**src/rtl/tacc_heater_pkg.sv**
```systemverilog
// tacc_heater_pkg: opcodes, response codes, frame length and FSM states for the heater command decoder
package tacc_heater_pkg;
  localparam logic [7:0] OP_START = 8'h01;
  localparam logic [7:0] OP_STOP = 8'h02;
  localparam logic [7:0] OP_STATUS = 8'h03;
  localparam logic [7:0] RSP_START = 8'hA1;
  localparam logic [7:0] RSP_STOP = 8'hA2;
  localparam logic [7:0] RSP_ERR = 8'hEE;
  localparam logic [2:0] FRAME_LEN = 3'd5;
  typedef enum logic [1:0] {RX, GAP, EXEC, RESP} state_t;
endpackage

```
**src/rtl/tacc_heater_cmd_if.sv**
```systemverilog
// tacc_heater_cmd_if: pseudo-UART receive/transmit byte interface
interface tacc_heater_cmd_if;
  logic from_uart_ready;
  logic from_uart_read_en;
  logic [7:0] from_uart_data;
  logic to_uart_ready;
  logic to_uart_write_en;
  logic [7:0] to_uart_data;
  modport master (
    output from_uart_ready, from_uart_data, to_uart_ready,
    input from_uart_read_en, to_uart_write_en, to_uart_data
  );
  modport slave (
    input from_uart_ready, from_uart_data, to_uart_ready,
    output from_uart_read_en, to_uart_write_en, to_uart_data
  );
endinterface

```
**src/rtl/tacc_heater_timer.sv**
```systemverilog
// tacc_heater_timer: loadable down-counter driving the heater enable and expiry pulse
module tacc_heater_timer #(
  parameter int CNT_W = 32
) (
  input logic clk,
  input logic rst,
  input logic load,
  input logic clear,
  input logic [CNT_W-1:0] arg,
  output logic heater_en,
  output logic heater_done
);
  logic [CNT_W-1:0] count;
  assign heater_en = count != '0;
  // a reload or clear in the expiring cycle suppresses the done pulse
  always_ff @(posedge clk) begin
    if (rst) begin
      count <= '0;
      heater_done <= 1'b0;
    end else begin
      count <= load ? arg : clear ? '0 : heater_en ? count - CNT_W'(1) : count;
      heater_done <= count == CNT_W'(1) && !load && !clear;
    end
  end
endmodule

```
**src/rtl/tacc_heater_cmd.sv**
```systemverilog
// tacc_heater_cmd: assembles 5-byte host frames, runs the heater timer and returns a one-byte response
module tacc_heater_cmd
  import tacc_heater_pkg::*;
#(
  parameter int TIMEOUT = 1_000_000,
  parameter int CNT_W = 32
) (
  input logic clk,
  input logic rst,
  tacc_heater_cmd_if.slave bus,
  output logic heater_en,
  output logic heater_done,
  output logic [7:0] frame_err_cnt
);
  state_t state, state_n;
  logic [2:0] idx;
  logic [7:0] op, resp;
  logic [31:0] arg, gap;
  logic tmo, pop, exec, load, clear;
  assign tmo = state == RX && idx != '0 && gap == 32'(TIMEOUT);
  assign pop = state == RX && bus.from_uart_ready && !tmo;
  assign exec = state == EXEC;
  assign load = exec && op == OP_START;
  assign clear = exec && op == OP_STOP;
  assign bus.from_uart_read_en = pop;
  assign bus.to_uart_write_en = state == RESP && bus.to_uart_ready;
  assign bus.to_uart_data = resp;
  always_ff @(posedge clk) begin
    if (rst) state <= RX;
    else state <= state_n;
  end
  always_comb begin
    state_n = state;
    state_n = pop ? GAP
            : state == GAP ? (idx == FRAME_LEN ? EXEC : RX)
            : exec ? RESP
            : bus.to_uart_write_en ? RX
            : state;
  end
  // argument bytes shift in big-endian; a full frame always replaces all four
  always_ff @(posedge clk) begin
    if (rst) begin
      idx <= '0;
      op <= '0;
      arg <= '0;
      gap <= '0;
      resp <= '0;
      frame_err_cnt <= '0;
    end else begin
      gap <= (state == RX && idx != '0 && !pop && !tmo) ? gap + 32'd1 : '0;
      if (pop) begin
        idx <= idx + 3'd1;
        if (idx == '0) op <= bus.from_uart_data;
        else arg <= {arg[23:0], bus.from_uart_data};
      end
      if (tmo || exec) idx <= '0;
      if (tmo && frame_err_cnt != 8'hFF) frame_err_cnt <= frame_err_cnt + 8'd1;
      if (exec)
        resp <= op == OP_START ? RSP_START
              : op == OP_STOP ? RSP_STOP
              : op == OP_STATUS ? {7'b0, heater_en}
              : RSP_ERR;
    end
  end
  tacc_heater_timer #(.CNT_W(CNT_W)) u_timer (
    .clk(clk),
    .rst(rst),
    .load(load),
    .clear(clear),
    .arg(CNT_W'(arg)),
    .heater_en(heater_en),
    .heater_done(heater_done)
  );
endmodule

```
**src/flat_wrapper.sv**
```systemverilog
// flat-port wrapper written by rule: the top's interface ports become plain ports
module tacc_heater_cmd_flat import tacc_heater_pkg::*;
#(
  parameter int TIMEOUT = 1_000_000,
  parameter int CNT_W = 32
)
  (clk, rst, heater_en, heater_done, frame_err_cnt, bus_from_uart_ready, bus_from_uart_data, bus_to_uart_ready, bus_from_uart_read_en, bus_to_uart_write_en, bus_to_uart_data);
  tacc_heater_cmd_if bus_i ();
  input logic clk;
  input logic rst;
  output logic heater_en;
  output logic heater_done;
  output logic [7:0] frame_err_cnt;
  input wire logic [$bits(bus_i.from_uart_ready)-1:0] bus_from_uart_ready;
  input wire logic [$bits(bus_i.from_uart_data)-1:0] bus_from_uart_data;
  input wire logic [$bits(bus_i.to_uart_ready)-1:0] bus_to_uart_ready;
  output wire logic [$bits(bus_i.from_uart_read_en)-1:0] bus_from_uart_read_en;
  output wire logic [$bits(bus_i.to_uart_write_en)-1:0] bus_to_uart_write_en;
  output wire logic [$bits(bus_i.to_uart_data)-1:0] bus_to_uart_data;
  assign bus_i.from_uart_ready = bus_from_uart_ready;
  assign bus_i.from_uart_data = bus_from_uart_data;
  assign bus_i.to_uart_ready = bus_to_uart_ready;
  assign bus_from_uart_read_en = bus_i.from_uart_read_en;
  assign bus_to_uart_write_en = bus_i.to_uart_write_en;
  assign bus_to_uart_data = bus_i.to_uart_data;
  tacc_heater_cmd #(.TIMEOUT(TIMEOUT), .CNT_W(CNT_W)) u_core (.clk(clk), .rst(rst), .bus(bus_i), .heater_en(heater_en), .heater_done(heater_done), .frame_err_cnt(frame_err_cnt));
endmodule
```
**config.mk**
```make
export PLATFORM = sky130hd
export DESIGN_NAME = tacc_heater_cmd_flat
export DESIGN_NICKNAME = d
export VERILOG_FILES = /design/src/rtl/tacc_heater_pkg.sv /design/src/rtl/tacc_heater_cmd_if.sv /design/src/rtl/tacc_heater_timer.sv /design/src/rtl/tacc_heater_cmd.sv /design/src/flat_wrapper.sv
export SDC_FILE = /design/constraint.sdc
export NUM_CORES = 1
export LEC_CHECK = 0
export CORE_MARGIN = 2
export CORE_UTILIZATION = 49
export CTS_BUF_LIST = sky130_fd_sc_hd__clkbuf_4 sky130_fd_sc_hd__clkbuf_8 sky130_fd_sc_hd__clkbuf_16
export DETAILED_ROUTE_END_ITERATION = 7
export HOLD_SLACK_MARGIN = 0.06
export PLACE_DENSITY = 0.68
export SLEW_MARGIN = 25
export SYNTH_ARGS = -nofsm -noshare
export SYNTH_HDL_FRONTEND = slang
export SYNTH_SLANG_ARGS = --single-unit
```
**constraint.sdc**
```tcl
create_clock -name clk -period 3.7 [get_ports clk]
set_clock_uncertainty 0.05 [all_clocks]
set_input_delay 0.37 -clock clk [delete_from_list [all_inputs] [get_ports clk]]
set_output_delay 0.37 -clock clk [all_outputs]
set_load 0.1 [all_outputs]
```
==> flow_summary.json, run 1 <==
{
  "num_vias": 4993,
  "reg2reg_setup_slack_ns": 0.67,
  "p_total_mw": 4.97,
  "yosys.cell_types.count": 56,
  "postCtsSetupRepairBufs": 0,
  "grt_pass1_wl_um": 23000,
  "wire_per_inst_um": 16.3,
  "async_reset_ff_share_pct": 0,
  "critPathArrivalTime_ns": 2.68,
  "hold_violations": 0,
  "cts_tree": "built",
  "worst_pin_slew_ns": 0.996,
  "rsz0062_at_grt": "no",
  "violations": "design-rule violations",
  "yosysWarnings": 0,
  "cp-start-kind": "register",
  "tns_ns": 0,
  "hp-class": "primary input to register",
  "yosys_register_bits": 122,
  "finalSetupViolCount": 0,
  "dieArea_sq_um": 12800,
  "synth_cells": 673,
  "portBuffers": 30,
  "antenna_left": 0,
  "regToRegEndpoint": "u_core.u_timer.count[22]",
  "h-tree-depth": 4,
  "gr-total-overflow": 0,
  "netlist_area_sq_um": 5830,
  "fp.dieW_um": 113,
  "cts_resized": 0,
  "antenna_cells": 0,
  "p_per_area_nw_per_um2": 734,
  "cts_inserted_buffers": 17,
  "syn_to_final_growth_pct": 16.0,
  "worst_setup_path_end_kind": "output port",
  "status": "finished, violations left",
  "dr.first_iter.drc_count": 354,
  "core_area_sq_um": 11500,
  "timing.rr.start": "u_core.state[0]",
  "dp_hpwl_um": 9610,
  "p_leak_nw": 2.61,
  "synth.most_common_cell": "dfxtp_1",
  "fmax_ghz": 0.323,
  "grt_pass1_vias": 4713,
  "max_cap_violations": 0,
  "holdPathStages": 2,
  "worstHoldStart": "rst",
  "drive_gt1_share_pct": 8.77,
  "yosysSeqAreaShare_pct": 41.9,
  "drc": 5,
  "ioPinCount": 32,
  "synth_top_area_cell": "dfxtp_1",
  "first_pass_iters": 8,
  "criticalPathCategory": "register to output port",
  "period_needed_ns": 3.10,
  "die_y_um": 113,
  "initial_utilization_pct": 50.7,
  "worst_ir_drop_vdd_mv": 0.296,
  "reg2reg_depth": 7,
  "path_clk_slew_ns": 0.06,
  "wl_um": 13900,
  "synth_commonest_cells": "dfxtp_1 (122), nor2_1 (102), nand2_1 (49)",
  "seqCellArea_sq_um": 2440,
  "antenna_found_initial": 0,
  "fillers": 1022,
  "row_count": 39,
  "cts_hold_buf": 0,
  "insertion_delay_ns": 0.42,
  "clkSinkCount": 122,
  "synth-main-ff-cell": "dfxtp_1",
  "synth_edf_count": 0,
  "routabilityCongestion": 0.888,
  "syn-mean-instance-area_sq_um": 8.67,
  "max_slew_margin_pct": 33.4,
  "vias_per_cell": 5.87,
  "synth_area_leaders": "dfxtp_1 (42%), mux2i_1 (6.9%), nor2_1 (6.6%)",
  "clockBufferDepth": 2,
  "drv_slew": 0,
  "dp_cells": 818,
  "multi_input_area_sq_um": 3150,
  "cp_max_fo": 12,
  "yosys.area.top_type_share_pct": 41.9,
  "post-route-period-util_pct": 83.8,
  "syn_nets": 697,
  "cts_root_buf": "clkbuf_16",
  "track_usage_pct": 22.5,
  "num-nets-final": 718,
  "required_ns": 3.28,
  "grt_max_degree": 48,
  "stdcell_count": 850,
  "min_to": "u_core.arg[17]"
}
-- per-stage QoR --
step | hold slack, ns | cell area [sq um] | worst slack (ns) | util, %
final | 0.366 | 6760 | 0.601 | 58.7
after global placement | 0.390 | 6200 | 0.808 | 53.8
after CTS | 0.358 | 6760 | 0.639 | 58.7
after detailed placement | 0.397 | 6200 | 0.718 | 53.8
after global routing | 0.395 | 6760 | 0.471 | 58.7
after floorplan | 0.380 | 5830 | 0.866 | -
-- registers in the layout, summed over array words and instances (netlist names) --
name and cells:
u_core.gap 32, u_core.frame_err_cnt 8, u_core.arg 32, u_core.op 8, u_core.idx 3, u_core.u_timer.count 32
u_core.u_timer.heater_done 1, u_core.bus.to_uart_data 4, u_core.state 2
-- cells by family after synthesis --
group                      Yosys count  share of synthesized area, %
AOI/OAI and AO/OA                  101                          11.4
xor gates and xnor gates            40                          6.01
adders and majority gates           12                          2.57
buffers and inverters               53                          4.68
DFF                                122                          41.9
muxes                               40                          6.86
other                                1                        0.0643
and+or+nand+nor                    304                          26.5
-- worst max-delay path, cell delays in order (launching register included) --
cell	delay, ns
dfxtp_1	0.36
inv_1	0.11
ha_1	0.25
nor3b_1	0.21
buf_4	0.19
and2_1	0.44
and4_1	0.29
inv_1	0.14
buf_4	0.27
-- metal layers --
metal  vias to the layer above  track usage (%)  wire (um)  share of wire (%)
met5                         -                0          0                  0
met4                         0             7.15        142                1.0
met3                        14             6.05        818                5.9
met2                       159             36.3       6650                 48
met1                      2366             29.5       6250                 45
li1                       2454                -          -                  -
-- report_power, final --
group,total [mW],switching (mW),leakage (nW),internal [mW]
Sequential,1.64,0.166,0.989,1.47
Combinational,1.76,1.13,1.34,0.623
Clock,1.57,0.640,0.279,0.934
-- worst max path at each step --
stage,from,end,slack [ns],cells past startpoint
after floorplan,u_core.u_timer.count[16],u_core.u_timer.count[1],0.87,8
after global placement,u_core.state[0],u_core.u_timer.count[6],0.81,7
after detailed placement,u_core.state[0],u_core.u_timer.count[6],0.72,7
after CTS,u_core.u_timer.count[0],heater_en,0.64,8
after global routing,u_core.u_timer.count[0],heater_en,0.47,8
final,u_core.u_timer.count[0],heater_en,0.60,8
-- area by class of cell --
type,count,share of cell area [%]
Clock buffer,17,6.29
Clock inverter,15,2.07
Inverter,13,0.721
Multi-Input combinational cell,498,46.6
Sequential cell,122,36.1
Tap cell,143,2.65
Timing Repair Buffer,42,5.59
-- cells in the final DEF, fill, tap and decap left out, types with 5 or more instances in the layout --
master           synthesis  layout
dfxtp_1                122     122
nor2_1                 102     102
nand2_1                 49      49
mux2i_1                 40      40
a21oi_1                 37      37
nor4_1                  28      28
xor2_1                  26      26
clkdlybuf4s50_1          0      26
nand4_1                 24      24
nand3_1                 23      23
clkbuf_16                0      17
nor3_1                  16      16
and2_1                  15      15
o21ai_0                 15      15
buf_4                    4      15
xnor2_1                 14      14
inv_1                   13      13
ha_1                    12      12
nor4b_1                  8       8
and3_1                   7       7
o211ai_1                 7       7
inv_6                    0       6
and4_1                   5       5
a211oi_1                 5       5
or3_1                    5       5
Note: power is estimated with default switching activity, not from simulation.
==> inputs of run 2 (changes only) <==
--- a/config.mk
+++ b/config.mk
@@ -10,7 +10,7 @@
 export CTS_BUF_LIST = sky130_fd_sc_hd__clkbuf_4 sky130_fd_sc_hd__clkbuf_8 sky130_fd_sc_hd__clkbuf_16
 export DETAILED_ROUTE_END_ITERATION = 7
 export HOLD_SLACK_MARGIN = 0.06
-export PLACE_DENSITY = 0.68
+export PLACE_DENSITY = 0.71
 export SLEW_MARGIN = 25
 export SYNTH_ARGS = -nofsm -noshare
 export SYNTH_HDL_FRONTEND = slang
==> constraint.sdc (replaced) <==
create_clock -name clk -period 2.7 [get_ports clk]
set_clock_uncertainty 0.05 [all_clocks]
set_input_delay 0.27 -clock clk [delete_from_list [all_inputs] [get_ports clk]]
set_output_delay 0.27 -clock clk [all_outputs]
set_load 0.1 [all_outputs]
==> run 2 against run 1 <==
Against the previous run:
- the run still ends with design-rule violations left
- sequential share of layout area is 1.2 points lower
- clock-buffer cell count is 3 higher
- non-clock buffer count is 16 higher
- core utilization is 2.0 points higher
- first-iteration DRC count is 21% higher
- register-to-register slack worse by 0.54 ns
- cell count is 1.9% higher
- critical path depth is 3 lower
- setup slack worse by 0.50 ns
- global-route usage is 1.8 points higher
- hold slack worse by 0.066 ns
- critical path type unchanged
- critical endpoint unchanged
- largest cell class unchanged
==> flow_summary.json, run 2 (same netlist as run 1, synthesis figures left out) <==
{
  "drive_gt1_share_pct": 14.0,
  "ioPinCount": 32,
  "clockBufferDepth": 2,
  "worstHoldStart": "rst",
  "antenna_left": 0,
  "cts_tree": "built",
  "num-nets-final": 734,
  "post-route-period-util_pct": 96.2,
  "die_y_um": 113,
  "p_per_area_nw_per_um2": 1020,
  "critical-path-top-delay-family": "simple AND/OR/NAND/NOR gates",
  "path_clk_slew_ns": 0.06,
  "grt_pass1_wl_um": 24700,
  "critPathArrivalTime_ns": 2.28,
  "cpPeakStageDelay_ns": 0.59,
  "critPathSlowestCell": "or4_4",
  "finalWorstSetupSlack_ns": 0.103,
  "timing.rr.start": "u_core.u_timer.count[17]",
  "routabilityCongestion": 0.905,
  "finalSetupViolCount": 0,
  "dp_hpwl_um": 10000,
  "num_vias": 5183,
  "holdPathStages": 2,
  "final_cell_mix": "dfxtp_1 (122), nor2_1 (101), nand2_1 (49)",
  "cts_root_buf": "clkbuf_16",
  "cts_inserted_buffers": 17,
  "cp-start-kind": "register",
  "syn_to_final_growth_pct": 19.9,
  "hold_violations": 0,
  "wire_per_inst_um": 17.4,
  "drc": 4,
  "largest_registers": "u_core.arg x32, u_core.gap x32, u_core.u_timer.count x32",
  "cp_max_fo": 7,
  "cp.depth": 5,
  "hp-class": "primary input to register",
  "h-tree-depth": 4,
  "row_count": 39,
  "violations": "design-rule violations",
  "dieArea_sq_um": 12800,
  "fp.dieW_um": 113,
  "hold_ws_ns": 0.300,
  "antenna_cells": 0,
  "worst_setup_path_end_kind": "output port",
  "dr.first_iter.drc_count": 428,
  "max_slew_margin_pct": 53.5,
  "clkSinkCount": 122,
  "worst_pin_slew_ns": 0.692,
  "required_ns": 2.38,
  "period_needed_ns": 2.60,
  "gr-total-overflow": 0,
  "p_leak_nw": 2.76,
  "core_area_sq_um": 11500,
  "reg2reg_depth": 5,
  "critPathLaunch": "u_core.u_timer.count[23]",
  "antenna_found_initial": 0,
  "wl_um": 15100,
  "max_cap_violations": 0,
  "fmax_ghz": 0.385,
  "track_usage_pct": 24.3,
  "portBuffers": 30,
  "cp.buffers_inverters": 2,
  "grt_pass1_vias": 4993,
  "first_pass_iters": 7,
  "status": "finished, violations left",
  "criticalPathCategory": "register to output port",
  "worst_ir_drop_vdd_mv": 0.490,
  "insertion_delay_ns": 0.43,
  "mostFrequentLayoutCell": "dfxtp_1",
  "crit_chain": "or4_4 -> nor4_4 -> and4_1 -> clkinvlp_4 -> buf_12",
  "rsz0062_at_grt": "no",
  "drv_slew": 0,
  "vias_per_cell": 5.98,
  "grt_max_degree": 35,
  "initial_utilization_pct": 50.7,
  "tns_ns": 0,
  "dp_slack_ns": 0.177
}
==> run 2: changes by cell type in the layout (fill, tap and decap cells not counted), sizes merged <==
cell	delta
clkinvlp	+3
clkbuf	+4
buf	+31
clkdlybuf4s50	-16
inv	-6
==> run 2: what timing repair did <==
item	in CTS	in global routing
resized for setup	1	2
hold buffers	0	0
endpoints found under the setup margin	1	3
pin swaps	0	3
buffers inserted	1	4
endpoints found under the hold margin	0	0
cloned	0	1
==> run 2: where the power goes <==
part           internal, mW  switching [mW]  leakage, nW
clock network          1.32           0.854        0.274
registers              2.02           0.248        0.989
logic                  1.05            1.67         1.50
==> run 2: metrics by stage <==
| stage | instances | total power, mW | cell area [sq um] | util [%] |
|---|---|---|---|---|
| finish | 866 | 7.15 | 6990 | 60.7 |
| global placement | 828 | 4.78 | 6340 | 55.0 |
| floorplan | 673 | 4.17 | 5870 | - |
| CTS | 861 | 7.06 | 6920 | 60.1 |
| detailed placement | 828 | 4.85 | 6340 | 55.0 |
| global route | 866 | 7.49 | 6990 | 60.7 |
==> run 2: path summary, 6_finish.rpt <==
kind,end,slack (ns)
min,u_core.frame_err_cnt[4],0.30
max reg2reg,u_core.u_timer.count[19],0.13
min reg2reg,u_core.op[3],0.41
max,heater_en,0.10
==> run 2: layout make-up <==
| cell class | instances | area (sq um) |
|---|---|---|
| Inverter | 13 | 52.6 |
| Multi-Input combinational cell | 498 | 3190 |
| Timing Repair Buffer | 58 | 551 |
| Sequential cell | 122 | 2440 |
| Fill cell | 1009 | 4520 |
| Clock inverter | 12 | 119 |
| Clock buffer | 20 | 454 |
| Tap cell | 143 | 179 |
==> run 2: layer usage <==
layer  share of wire (%)  routed length [um]  GRT usage (%)
met5                   0                   0              0
met4                 2.5                 383           9.92
met3                 5.6                 853           6.11
met2                  48                7270           39.8
met1                  44                6590           30.8
==> inputs of run 3 (changes only) <==
--- a/config.mk
+++ b/config.mk
@@ -11,7 +11,7 @@
 export DETAILED_ROUTE_END_ITERATION = 7
 export HOLD_SLACK_MARGIN = 0.06
 export PLACE_DENSITY = 0.71
-export SLEW_MARGIN = 25
+export SLEW_MARGIN = 20
 export SYNTH_ARGS = -nofsm -noshare
 export SYNTH_HDL_FRONTEND = slang
 export SYNTH_SLANG_ARGS = --single-unit
==> constraint.sdc (replaced) <==
create_clock -name clk -period 2.3 [get_ports clk]
set_clock_uncertainty 0.05 [all_clocks]
set_input_delay 0.23 -clock clk [delete_from_list [all_inputs] [get_ports clk]]
set_output_delay 0.23 -clock clk [all_outputs]
set_load 0.1 [all_outputs]
==> run 3 against run 2 <==
Against the previous run:
- the flow finishes with violations (design-rule violations, negative setup slack)
- non-clock buffer count is 39 higher
- die area stayed put
- core utilization is 4.8 points higher
- largest cell class unchanged
- largest power group unchanged
- clock-buffer cell count is 3 lower
- register-to-register slack worse by 0.27 ns
- combinational power is 43% higher
- sequential share of layout area is 2.5 points lower
- critical path depth is 2 higher
- total power is 27% higher
==> flow_summary.json, run 3 (same netlist as run 1, synthesis figures left out) <==
{
  "status": "finished, violations left",
  "violations": "design-rule violations, negative setup slack",
  "critPathArrivalTime_ns": 2.70,
  "holdPathStages": 2,
  "reg2reg_depth": 7,
  "final_cell_mix": "dfxtp_1 (117), nor2_1 (99), buf_4 (70)",
  "finalWorstSetupSlack_ns": -0.139,
  "dieArea_sq_um": 12800,
  "fillers": 892,
  "regToRegEndpoint": "u_core.u_timer.count[20]",
  "syn_to_final_growth_pct": 29.4,
  "required_ns": 2.56,
  "drc": 4,
  "hold_ws_ns": 0.187,
  "first_pass_iters": 7,
  "die_y_um": 113,
  "cp-start-kind": "register",
  "num_vias": 5305,
  "criticalPathCategory": "register to register",
  "fin_area_sq_um": 7550,
  "p_total_mw": 9.11,
  "dpl_cell_area_sq_um": 6690,
  "clkSinkCount": 122,
  "rsz0062_at_grt": "yes",
  "timing.rr.start": "u_core.u_timer.count[19]",
  "portBuffers": 30,
  "utilization_pct": 65.6,
  "hp-class": "primary input to register",
  "gr-total-overflow": 0,
  "clockBufferDepth": 2,
  "largest_registers": "u_core.arg x32, u_core.gap x32, u_core.u_timer.count x32",
  "worst_pin_slew_ns": 0.861,
  "worstHoldStart": "rst",
  "grt_pass1_vias": 5166,
  "routabilityCongestion": 0.885,
  "ioPinCount": 32,
  "core_area_sq_um": 11500,
  "antenna_left": 0,
  "period_needed_ns": 2.44,
  "cts_root_buf": "clkbuf_16",
  "finalSetupViolCount": 28,
  "fmax_ghz": 0.410,
  "p_leak_nw": 3.04,
  "worst_ir_drop_vdd_mv": 0.684,
  "reg2reg_setup_slack_ns": -0.14,
  "insertion_delay_ns": 0.43,
  "grt_max_degree": 36,
  "antenna_found_initial": 0,
  "cts_hold_buf": 0,
  "row_count": 39,
  "dr.first_iter.drc_count": 409,
  "mostFrequentLayoutCell": "dfxtp_1",
  "dp_slack_ns": 0.0294,
  "num-nets-final": 773,
  "worst_setup_path_end_kind": "register",
  "max_slew_margin_pct": 42.4,
  "post-route-period-util_pct": 106,
  "hold_violations": 0,
  "fp.dieW_um": 113,
  "initial_utilization_pct": 50.7,
  "cts_tree": "built",
  "path_clk_slew_ns": 0.06,
  "min_to": "u_core.arg[9]",
  "h-tree-depth": 4,
  "vias_per_cell": 5.86,
  "wire_per_inst_um": 16.9,
  "grt_pass1_wl_um": 25100,
  "track_usage_pct": 24.7,
  "cp_max_fo": 9,
  "drive_gt1_share_pct": 24.0,
  "drv_slew": 0,
  "wl_um": 15300,
  "antenna_cells": 0,
  "dp_hpwl_um": 10400,
  "p_per_area_nw_per_um2": 1210,
  "cts_inserted_buffers": 17,
  "max_cap_violations": 0
}
run 3: cell types whose count changed in the layout (fill, tap and decap cells not counted), sizes merged:
cell      delta
buf         +40
clkbuf       -4
clkinv       -3
clkinvlp     -2
inv          +8
run 3: area by class of cell:
type	instances	area [sq um]	share of cell area, %
Clock buffer	17	425	5.63
Clock inverter	15	155	2.06
Inverter	13	52.6	0.696
Multi-Input combinational cell	498	3410	45.1
Sequential cell	122	2450	32.4
Tap cell	143	179	2.37
Timing Repair Buffer	97	881	11.7
run 3: worst max-delay path, cell delays in order (launching register included):
cell and delay [ns]:
dfxtp_1 0.31, or4_4 0.54, buf_4 0.15, or4_4 0.43, or4_4 0.48, nand2b_4 0.16
buf_12 0.15, o21ai_1 0.06
run 3: how the worst max path moves through the flow:
stage               cells past startpoint                      from                        to  slack, ns
global route                            6  u_core.u_timer.count[19]                 heater_en      -0.20
finish                                  7  u_core.u_timer.count[19]  u_core.u_timer.count[20]      -0.14
CTS                                     6  u_core.u_timer.count[19]                 heater_en      -0.16
global placement                        6  u_core.u_timer.count[19]  u_core.u_timer.count[27]       0.05
floorplan                               7  u_core.u_timer.count[17]   u_core.u_timer.count[1]      -0.32
detailed placement                      6  u_core.u_timer.count[23]   u_core.u_timer.count[1]       0.03
run 3: report_power, final:
group          switching (mW)  total [mW]  internal [mW]
Combinational            2.20        3.88           1.68
Clock                    1.09        2.62           1.53
Sequential              0.243        2.61           2.37
run 3: what timing repair did:
action	CTS	global route
buffers inserted	6	4
endpoints found under the setup margin	3	36
resized for setup	11	34
pin swaps	2	9
run 3: through the flow:
stage	setup TNS, ns	cells
floorplan	-6.39	673
global placement	0	863
detailed placement	0	863
CTS	-0.158	901
global route	-4.21	905
finish	-2.87	905
run 3: per-layer routing:
metal  up-vias  track usage, %  wire length, um
li1       2573               -                -
met1      2520            30.9             6700
met2       171            40.7             7240
met3        41            5.89              953
met4         0            10.5              447
met5         -               0                0
